**src/rtl/seg_scan_monitor.sv**
```systemverilog
// Watches a multiplexed 4-digit, 7-segment display bus, rebuilds complete frames and
// infers per-digit blinking and whose turn it is from the blank/non-blank cadence.
module seg_scan_monitor #(
    parameter int BLINK_TIMEOUT = 8
) (
    input  logic       clk,
    input  logic       reset_n,
    input  logic       sample_en,
    input  logic [6:0] seg,
    input  logic [3:0] anode,
    input  logic       err_clr,
    output logic [6:0] digit0,
    output logic [6:0] digit1,
    output logic [6:0] digit2,
    output logic [6:0] digit3,
    output logic       frame_valid,
    output logic [3:0] blank,
    output logic [3:0] blink,
    output logic       player_turn,
    output logic       turn_valid,
    output logic       seq_err,
    output logic       anode_err,
    output logic [7:0] frame_count
);

    typedef enum logic {
        SYNC = 1'b0,
        SCAN = 1'b1
    } state_t;

    localparam logic [6:0] SEG_OFF = 7'b1111111;
    localparam logic [3:0] TIMEOUT = 4'(BLINK_TIMEOUT);

    state_t     state, state_nxt;
    logic [1:0] exp, exp_nxt;
    logic [6:0] cap [4];

    logic       idx_legal;
    logic       idx_illegal;
    logic [1:0] idx;

    logic       cap_en;
    logic       commit;
    logic       seq_pulse;

    logic [6:0] frame_new [4];
    logic [3:0] blank_new;
    logic       first_commit;
    logic [3:0] prev_blank, prev_blank_nxt;
    logic [3:0] blink_nxt;
    logic [3:0] idle_cnt [4];
    logic [3:0] idle_cnt_nxt [4];
    logic       player_turn_nxt;

    // NOTE: every signal driven in always_comb gets a default first, so no path
    // through the case/if tree can leave it unassigned and infer a latch.
    always_comb begin
        idx_legal   = 1'b1;
        idx_illegal = 1'b0;
        idx         = 2'd0;
        unique case (anode)
            4'b1110: idx = 2'd0;
            4'b1101: idx = 2'd1;
            4'b1011: idx = 2'd2;
            4'b0111: idx = 2'd3;
            4'b1111: idx_legal = 1'b0;
            default: begin
                idx_legal   = 1'b0;
                idx_illegal = 1'b1;
            end
        endcase
    end

    always_comb begin
        state_nxt = state;
        exp_nxt   = exp;
        cap_en    = 1'b0;
        commit    = 1'b0;
        seq_pulse = 1'b0;
        if (sample_en && idx_legal) begin
            unique case (state)
                SYNC: begin
                    if (idx == 2'd0) begin
                        cap_en    = 1'b1;
                        exp_nxt   = 2'd1;
                        state_nxt = SCAN;
                    end
                end
                SCAN: begin
                    if (idx == exp) begin
                        cap_en = 1'b1;
                        if (idx == 2'd3) begin
                            commit    = 1'b1;
                            exp_nxt   = 2'd0;
                            state_nxt = SYNC;
                        end else begin
                            exp_nxt = exp + 2'd1;
                        end
                    end else begin
                        seq_pulse = 1'b1;
                        if (idx == 2'd0) begin
                            // An early idx0 is taken as the start of a fresh frame.
                            cap_en  = 1'b1;
                            exp_nxt = 2'd1;
                        end else begin
                            exp_nxt   = 2'd0;
                            state_nxt = SYNC;
                        end
                    end
                end
                default: state_nxt = SYNC;
            endcase
        end
    end

    // NOTE: sequential state uses non-blocking assignments only, so every register
    // sees the pre-edge value of every other register regardless of statement order.
    always_ff @(posedge clk or negedge reset_n) begin
        if (!reset_n) begin
            state <= SYNC;
            exp   <= 2'd0;
            // NOTE: the capture array is small and its reset value is observable
            // behaviour, so it is reset explicitly rather than left unknown.
            for (int i = 0; i < 4; i++) cap[i] <= SEG_OFF;
        end else begin
            state <= state_nxt;
            exp   <= exp_nxt;
            if (cap_en) cap[idx] <= seg;
        end
    end

    // The idx3 value is still on the bus during the committing sample, so it
    // bypasses its capture slot.
    always_comb begin
        for (int d = 0; d < 3; d++) frame_new[d] = cap[d];
        frame_new[3] = seg;
        for (int d = 0; d < 4; d++) blank_new[d] = (frame_new[d] == SEG_OFF);
    end

    always_comb begin
        prev_blank_nxt = prev_blank;
        blink_nxt      = blink;
        for (int d = 0; d < 4; d++) idle_cnt_nxt[d] = idle_cnt[d];
        if (commit) begin
            prev_blank_nxt = blank_new;
            if (!first_commit) begin
                for (int d = 0; d < 4; d++) begin
                    if (blank_new[d] != prev_blank[d]) begin
                        blink_nxt[d]    = 1'b1;
                        idle_cnt_nxt[d] = 4'd0;
                    end else begin
                        if (idle_cnt[d] < TIMEOUT) idle_cnt_nxt[d] = idle_cnt[d] + 4'd1;
                        if (idle_cnt_nxt[d] == TIMEOUT) blink_nxt[d] = 1'b0;
                    end
                end
            end
        end
    end

    always_comb begin
        player_turn_nxt = player_turn;
        if (blink_nxt[0] && !blink_nxt[3]) player_turn_nxt = 1'b1;
        else if (blink_nxt[3] && !blink_nxt[0]) player_turn_nxt = 1'b0;
    end

    always_ff @(posedge clk or negedge reset_n) begin
        if (!reset_n) begin
            digit0       <= SEG_OFF;
            digit1       <= SEG_OFF;
            digit2       <= SEG_OFF;
            digit3       <= SEG_OFF;
            blank        <= 4'b1111;
            frame_valid  <= 1'b0;
            frame_count  <= 8'd0;
            first_commit <= 1'b1;
            prev_blank   <= 4'b0000;
            blink        <= 4'b0000;
            for (int d = 0; d < 4; d++) idle_cnt[d] <= 4'd0;
            player_turn  <= 1'b0;
            turn_valid   <= 1'b0;
            seq_err      <= 1'b0;
            anode_err    <= 1'b0;
        end else begin
            frame_valid <= commit;
            seq_err     <= seq_pulse;
            if (commit) begin
                digit0       <= frame_new[0];
                digit1       <= frame_new[1];
                digit2       <= frame_new[2];
                digit3       <= frame_new[3];
                blank        <= blank_new;
                frame_count  <= frame_count + 8'd1;
                first_commit <= 1'b0;
            end
            prev_blank <= prev_blank_nxt;
            blink      <= blink_nxt;
            for (int d = 0; d < 4; d++) idle_cnt[d] <= idle_cnt_nxt[d];
            player_turn <= player_turn_nxt;
            turn_valid  <= blink_nxt[0] ^ blink_nxt[3];
            if (sample_en && idx_illegal) anode_err <= 1'b1;
            else if (err_clr)             anode_err <= 1'b0;
        end
    end

endmodule

```
**config.mk**
```make
export PLATFORM = sky130hd
export DESIGN_NAME = seg_scan_monitor
export DESIGN_NICKNAME = d
export VERILOG_FILES = /design/src/rtl/seg_scan_monitor.sv
export SDC_FILE = /design/constraint.sdc
export NUM_CORES = 1
export LEC_CHECK = 0
export CELL_PAD_IN_SITES_DETAIL_PLACEMENT = 1
export CELL_PAD_IN_SITES_GLOBAL_PLACEMENT = 1
export CORE_ASPECT_RATIO = 0.8
export CORE_MARGIN = 2
export CORE_UTILIZATION = 40
export DETAILED_ROUTE_END_ITERATION = 8
export HOLD_SLACK_MARGIN = 0.03
export MAX_ROUTING_LAYER = met4
export PLACE_DENSITY = 0.88
export SYNTH_ARGS = -nofsm -noshare
export SYNTH_HDL_FRONTEND = slang
export SYNTH_SLANG_ARGS = --single-unit
```
**constraint.sdc**
```tcl
create_clock -name clk -period 5.8 [get_ports clk]
set_input_delay 1.45 -clock clk [delete_from_list [all_inputs] [get_ports clk]]
set_output_delay 1.45 -clock clk [all_outputs]
set_load 0.1 [all_outputs]
```
==> results.cfg, run 1 <==
[status]
status = finished, final reports clean

[timing]
worst_pin_slew_ps = 1010
rsz0062_at_grt = no
layout_worst_path_cycle_share_pct = 73.6
skew_ps = 11.6
finalMaxSlewViolations = 0
max-slew-margin-rel_pct = 32.5
fin_ws_ps = 1530
hold_viol = 0
clock.fmax_mhz = 234
fin_setup_tns_ps = 0
min_period_ps = 4270
finalSetupViolations = 0

[critical_path]
crit_path_max_incr_delay_ps = 820
crit_arrival_ps = 4500
crit_path_start_kind = primary input
crit_required_ps = 6030
timing.critical_path.buf_inv = 1
worstPathCellList = clkdlybuf4s50_1, nand4b_1, nor3_1, o31a_1, o21ai_0, a22o_1, ha_1, mux2_2
path_class = in -> reg
crit_fanout = 16
slowest_stage = clkdlybuf4s50_1
end_kind = flip-flop
cp_top_family = compound AO/OA/AOI/OAI gates

[die]
die_w_um = 121
placementRows = 34
core_sq_um = 10800
io_pins = 64
die-area_sq_um = 11900
initial_core_util_pct = 40.7
die_h_um = 97.8

[clocking]
cts_hold_buf = 0
cts_resized = 0
clk_path_buf_depth = 2
tritoncts = yes
cts.htree.levels = 3
path_clk_slew_ps = 70
cts_made_buffers = 9
cts-root-buf = clkbuf_16
clkLatencyLatePin_ps = 350
cts_setup_buffers = 0
cts.sinks = 94

[place]
port_buffers = 63
postPlaceCellArea_sq_um = 5170
hpwl_um = 7760
preCtsSetupSlack_ps = 1240
place_congestion = 0.803
dp.cells = 632

[cells_and_area]
most-common-layout-cells = nand2_1, clkdlybuf4s50_1, dfstp_2
antennaDiodeCount = 0
fin_area_sq_um = 5470
area_delta_synth_final_pct = 24.2
n_fill_cell = 1221
seq_area_sq_um = 2420
drive_gt1_share_pct = 20.8
multi_input_area_sq_um = 1880
instances_no_fill = 648
nNetsFinal = 520
final_common_cell = nand2_1

[logic_synthesis]
yosys-top-cells-area = dfstp_2, dfrtp_1, nand2_1, mux2_2, nand3_1
syn-instance-count = 439
yosys.area.top_type_share_pct = 32.2
yosysTopAreaCell = dfstp_2
syn_area_sq_um = 4400
synth_warnings = 0
syn_area_per_cell_sq_um = 10.0
ys.flop_type = dfstp_2
synthesis.nets = 460
synth_enable_flop_cells = 0
synth_seq_cells = 94
async_reset_ff_share_pct = 100
yosysSeqAreaShare_pct = 55.0
yosysUniqueCellTypes = 54

[global_route]
track_usage_pct = 20.9
antenna_found_initial = 0
overflow = 0
grt_pass1_wl_um = 19100
grt_max_degree = 57
grt_pass1_vias = 3780

[run]
cap_violations = 0

[routing]
final_antenna_net_count = 0
wl_per_cell_um = 17.4
drc_errors = 0
wirelength_um = 11300
firstDrtPassIters = 4
drt_iter0_drc = 231
viasPerCell = 5.39
via_count = 3495

[pwr]
total_power_mw = 1.98
cellPowerDensity_nw_per_um2 = 362
peakVddDrop_mv = 0.183
p_leak_nw = 2.34

[worst_hold_path]
min_path_type = reg -> reg
layout make-up:
class                           count  share of cell area [%]
Clock buffer                       11                    4.26
Clock inverter                      5                    1.10
Inverter                            9                   0.618
Multi-Input combinational cell    318                    34.4
Sequential cell                    94                    44.3
Tap cell                          144                    3.30
Timing Repair Buffer               67                    12.0
per-stage QoR:
stage	util [%]	hold slack, ps
floorplan	-	444
global placement	47.9	442
detailed placement	47.9	446
CTS	50.6	455
global route	50.6	472
finish	50.6	452
worst reg2reg max path: stages (launching register included):
cell	delay, ps
dfrtp_1	530
or2_2	360
a211oi_1	420
o31a_1	380
o21ai_0	170
a22o_1	290
ha_1	320
mux2_2	330
synth_stat cells (all sizes together), types with 2 or more instances:
| cell | number |
|---|---|
| dfrtp | 40 |
| mux2 | 24 |
| and2 | 4 |
| nor3 | 7 |
| dfstp | 54 |
| a32o | 2 |
| nand4b | 3 |
| o221ai | 2 |
| a31oi | 2 |
| a21o | 2 |
| or2 | 2 |
| clkbuf | 7 |
| a22o | 3 |
| inv | 9 |
| and3 | 2 |
| a311oi | 2 |
| nand4 | 7 |
| nand2 | 129 |
| xnor2 | 9 |
| o21ai | 8 |
| nand2b | 6 |
| or4 | 5 |
| nor4 | 3 |
| a2bb2oi | 3 |
| o22ai | 4 |
| nor2b | 3 |
| and4 | 2 |
| xor2 | 4 |
| a21oi | 8 |
| buf | 11 |
| nand3 | 28 |
| ha | 6 |
| nand3b | 3 |
| a211oi | 2 |
| nor2 | 20 |
cell families (layout without fill, tap and decap cells):
family	Yosys count	in the layout	synth area share [%]
simple gates	226	226	24.0
xor+xnor	13	13	2.59
mux	25	25	6.37
flops	94	94	55.0
compound gates	47	47	7.59
buf+inv	27	92	2.56
fa+ha+maj	7	7	1.93
sequential cells by signal (all words and copies together), names as in the netlist:
register,cells
cap,21
idle_cnt,16
frame_count,8
digit0,7
digit1,7
digit2,7
digit3,7
blank,4
blink,4
prev_blank,4
exp,2
anode_err,1
first_commit,1
frame_valid,1
player_turn,1
seq_err,1
state,1
turn_valid,1
path summary, 6_finish.rpt:
check                           from     endpoint  slack, ps  cells after the start
min reg2reg                digit3[1]    digit3[1]        450                      2
min                        digit3[1]    digit3[1]        450                      2
max in group asynchronous    reset_n  idle_cnt[6]       3590                      2
max reg2reg                   exp[0]  player_turn       2890                      7
min in group asynchronous    reset_n   turn_valid       1070                      1
max                         anode[1]  player_turn       1530                      8
report_power, final:
group | total, mW | switching [mW] | internal [mW]
Sequential | 0.887 | 0.100 | 0.787
Combinational | 0.500 | 0.341 | 0.159
Clock | 0.590 | 0.253 | 0.336
layer usage:
layer	wire length, um	track usage, %	up-vias
met5	0	-	-
met4	224	5.92	0
met3	349	4.85	19
met2	5650	34.0	67
met1	5080	26.3	1787
li1	-	-	1622
Power figures use the tool's default switching activity.
==> run 2: changes to the inputs <==
Clock period 5.8 ns to 4.05 ns, I/O delays scaled along.
==> results.cfg, run 2 (same netlist as run 1, synthesis figures left out) <==
[routing]
firstDrtPassIters = 4
via_count = 3556
drt_iter0_drc = 255
drc_errors = 0
m1WireLength_um = 5270
viasPerCell = 5.41
wl_per_cell_um = 17.8
dr_wl_met3_um = 351
wirelength_um = 11700
routed-wl-met2_um = 5900
route.top_layer_used = met4
final_antenna_net_count = 0

[worst_hold_path]
min_path_type = reg -> reg

[timing]
fin_setup_tns_ps = 0
worst_pin_slew_ps = 997
finalMaxSlewViolations = 0
min_period_ps = 3400
skew_ps = 6.14
finalSetupViolations = 0
clock.fmax_mhz = 294
whs_ps = 452
hold_viol = 0
rsz0062_at_grt = no
layout_worst_path_cycle_share_pct = 83.9
max-slew-margin-rel_pct = 33.3

[cells_and_area]
final_common_cell = nand2_1
top_regs = cap x21, idle_cnt x16, frame_count x8
largest_reg_flops = 21
fin_util_pct = 51.4
drive_gt1_share_pct = 22.6
nNetsFinal = 529
most-common-layout-cells = nand2_1, clkdlybuf4s50_1, dfstp_2
area_delta_synth_final_pct = 26.1
max_flop_register = cap
antennaDiodeCount = 0

[die]
die_h_um = 97.8
placementRows = 34
core_sq_um = 10800
die-area_sq_um = 11900
die_w_um = 121
initial_core_util_pct = 40.7
io_pins = 64

[status]
status = finished, final reports clean

[critical_path]
end_kind = flip-flop
crit_arrival_ps = 3630
crit_path_start_kind = primary input
crit_path_max_incr_delay_ps = 660
path_class = in -> reg
worstPathCellList = clkdlybuf4s50_1, nand2_1, a311oi_1, o31a_1, o21ai_0, a22o_1, ha_1, mux2_2
slowest_stage = clkdlybuf4s50_1
crit_required_ps = 4280
crit_fanout = 10

[clocking]
cts_made_buffers = 9
clk_path_buf_depth = 2
cts_setup_buffers = 0
clkLatencyLatePin_ps = 340
cts_hold_buf = 0
cts-root-buf = clkbuf_16
cts.sinks = 94
cts_resized = 0
path_clk_slew_ps = 70
cts.htree.levels = 3
tritoncts = yes

[global_route]
track_usage_pct = 21.3
grt_pass1_wl_um = 19600
overflow = 0
grt_max_degree = 71
grt_pass1_vias = 3880
antenna_found_initial = 0

[pwr]
peakVddDrop_mv = 0.369
cellPowerDensity_nw_per_um2 = 519
p_leak_nw = 2.39

[place]
port_buffers = 63
place_congestion = 0.837
hpwl_um = 7960

[run]
cap_violations = 0
run 2: path summary, 6_finish.rpt:
path                           start           to  slack [ps]  cells after the start
max                         anode[3]  player_turn         650                      8
min                        digit1[2]    digit1[2]         450                      2
max reg2reg                   exp[0]  player_turn        1440                      7
min reg2reg                digit1[2]    digit1[2]         450                      2
max in group asynchronous    reset_n      cap[25]        2330                      2
min in group asynchronous    reset_n   turn_valid         780                      1
run 2: cell type report:
type                    count  area (sq um)
clock buffers               9           225
fillers                  1210          5260
flip-flops and latches     94          2420
multi-input cells         318          1880
inverters                   9          33.8
clock inverters             7          81.3
repair buffers             76           726
well taps                 144           180
run 2: routing by layer:
| layer | vias to the layer above | GRT usage (%) |
|---|---|---|
| met1 | 1817 | 27.0 |
| met2 | 71 | 35.0 |
| met3 | 17 | 4.32 |
| met5 | - | - |
| li1 | 1651 | - |
| met4 | 0 | 5.84 |
run 2: report_power, final:
| part | internal (mW) | leakage [nW] | switching [mW] | total (mW) |
|---|---|---|---|---|
| combinational | 0.235 | 1.19 | 0.502 | 0.737 |
| clock | 0.488 | 0.146 | 0.384 | 0.872 |
| sequential | 1.13 | 1.05 | 0.144 | 1.27 |
run 2: metrics by stage:
| step | cell area, sq um | setup WS (ps) | power (mW) | instances |
|---|---|---|---|---|
| global route | 5550 | 561 | 3.00 | 657 |
| finish | 5550 | 653 | 2.88 | 657 |
| floorplan | 4400 | 1010 | 1.79 | 439 |
| detailed placement | 5240 | 321 | 2.00 | 641 |
| CTS | 5550 | 679 | 2.90 | 657 |
| global placement | 5240 | 454 | 1.96 | 641 |
run 2: critical path: cells and delay by family:
family          cells  cell delay, ps
buf+inv             1             660
fa+ha+maj           1             310
mux                 1             330
compound gates      4            1190
simple gates        1             120
==> run 3: changes to the inputs <==
Settings changed: CORE_UTILIZATION 40 to 38.
Clock period 4.05 ns to 2.9 ns, I/O delays scaled along.
==> results.cfg, run 3 (same netlist as run 1, synthesis figures left out) <==
[global_route]
track_usage_pct = 21.1
antenna_found_initial = 0
grt_util_met3_pct = 4.26
overflow = 0
grt_pass1_wl_um = 20300
grt_max_degree = 42
grt_use_met1_pct = 24.8
grt.busiest_layer = met2
grt_use_met2_pct = 36.2
grt_pass1_vias = 4022

[timing]
skew_ps = 9.39
fin_setup_tns_ps = 0
layout_worst_path_cycle_share_pct = 97.5
rsz0062_at_grt = no
clock.fmax_mhz = 354
finalMaxSlewViolations = 0
max-slew-margin-rel_pct = 64.4
worst_pin_slew_ps = 532
min_period_ps = 2830
finalSetupViolations = 0
hold_viol = 0

[routing]
viasPerCell = 5.33
drc_errors = 0
final_antenna_net_count = 0
wl_per_cell_um = 17.8
firstDrtPassIters = 4
via_count = 3655
wirelength_um = 12200
drt_iter0_drc = 217

[clocking]
cts.htree.levels = 3
clkLatencyLatePin_ps = 350
cts_resized = 1
cts_made_buffers = 9
cts_setup_buffers = 0
cts_hold_buf = 0
cts-root-buf = clkbuf_16
cts.sinks = 94
path_clk_slew_ps = 70
tritoncts = yes
clk_path_buf_depth = 2

[cells_and_area]
max_flop_register = cap
final_common_cell = nand2_1
area_delta_synth_final_pct = 28.4
most-common-layout-cells = nand2_1, buf_4, dfstp_2
nNetsFinal = 554
n_fill_cell = 1303
top_regs = cap x21, idle_cnt x16, frame_count x8
seq_area_sq_um = 2420
fin_util_pct = 49.6
largest_reg_flops = 21
drive_gt1_share_pct = 35.3
multi_input_area_sq_um = 1900
antennaDiodeCount = 0

[pwr]
power_frac_comb_pct = 26.9
pwr-share-seq_pct = 45.1
peakVddDrop_mv = 0.415
p_leak_nw = 2.62
clockPowerShare_pct = 28.0
p_sw_share_pct = 35.9
switchingPower_mw = 1.41
cellPowerDensity_nw_per_um2 = 695
intPower_mw = 2.52

[place]
place_congestion = 0.872
hpwl_um = 8590
port_buffers = 63

[die]
core_sq_um = 11400
placementRows = 35
initial_core_util_pct = 38.7
io_pins = 64
die_h_um = 100
die-area_sq_um = 12500
die_w_um = 124

[critical_path]
crit_required_ps = 3170
crit_fanout = 7
crit_arrival_ps = 3100
crit_path_start_kind = primary input
path_class = in -> reg
end_kind = flip-flop

[status]
status = finished, final reports clean

[worst_hold_path]
min_path_type = in -> async

[run]
cap_violations = 0
## run 3: cell count changes in the layout (fill, tap and decap cells not counted), moves of 2 or more
cell and change:
inv_8 -2, clkbuf_1 +3, clkdlybuf4s50_1 -50, buf_4 +70, a211oi_1 -2, buf_12 +4
a211oi_2 +2
## run 3: cell type report
type                            instances  share of cell area (%)
Clock inverter                          3                   0.332
Timing Repair Buffer                  101                    14.9
Tap cell                              148                    3.28
Inverter                                9                   0.598
Clock buffer                           13                    4.43
Sequential cell                        94                    42.8
Multi-Input combinational cell        318                    33.6
## run 3: final timing paths
kind | start | endpoint | slack, ps | depth (start not counted)
min in group clk | blank[0] | blank[0] | 450 | 2
worst min register to register | blank[0] | blank[0] | 450 | 2
max in group asynchronous | reset_n | digit3[5] | 1830 | 2
worst max-delay path | anode[1] | cap[12] | 70 | 8
worst min-delay path | reset_n | idle_cnt[0] | 330 | 1
worst max register to register | exp[1] | player_turn | 500 | 7
## run 3: power groups by stage
stage	Clock (mW)	Combinational, mW	Sequential, mW
floorplan	0	0.376	2.12
global placement	0	0.987	1.76
detailed placement	0	1.04	1.78
CTS	1.12	1.06	1.77
global route	1.18	1.13	1.80
finish	1.10	1.06	1.77
## run 3: metrics by stage
stage               worst slack, ps  cell area, sq um  hold slack [ps]  instances  total power [mW]
finish                         71.5              5650              332        686              3.93
global route                   3.51              5650              358        686              4.10
CTS                            4.83              5640              340        686              3.95
detailed placement             -372              5360              448        670              2.83
global placement               -236              5360              443        670              2.74
floorplan                       149              4400              429        439              2.49
## run 3: critical path, cell delays in order
cell and delay (ps):
clkdlybuf4s50_1 510, buf_4 190, maj3_1 370, a311oi_1 330, nor3_2 150, nor4_4 230, buf_4 230, mux2_2 360
## run 3: layer usage
metal | routed length, um | vias to the layer above | part of all wire (%)
met5 | 0 | - | 0
met4 | 275 | 0 | 2.3
met3 | 372 | 22 | 3.0
met2 | 6250 | 67 | 51
met1 | 5320 | 1872 | 44
li1 | - | 1694 | -
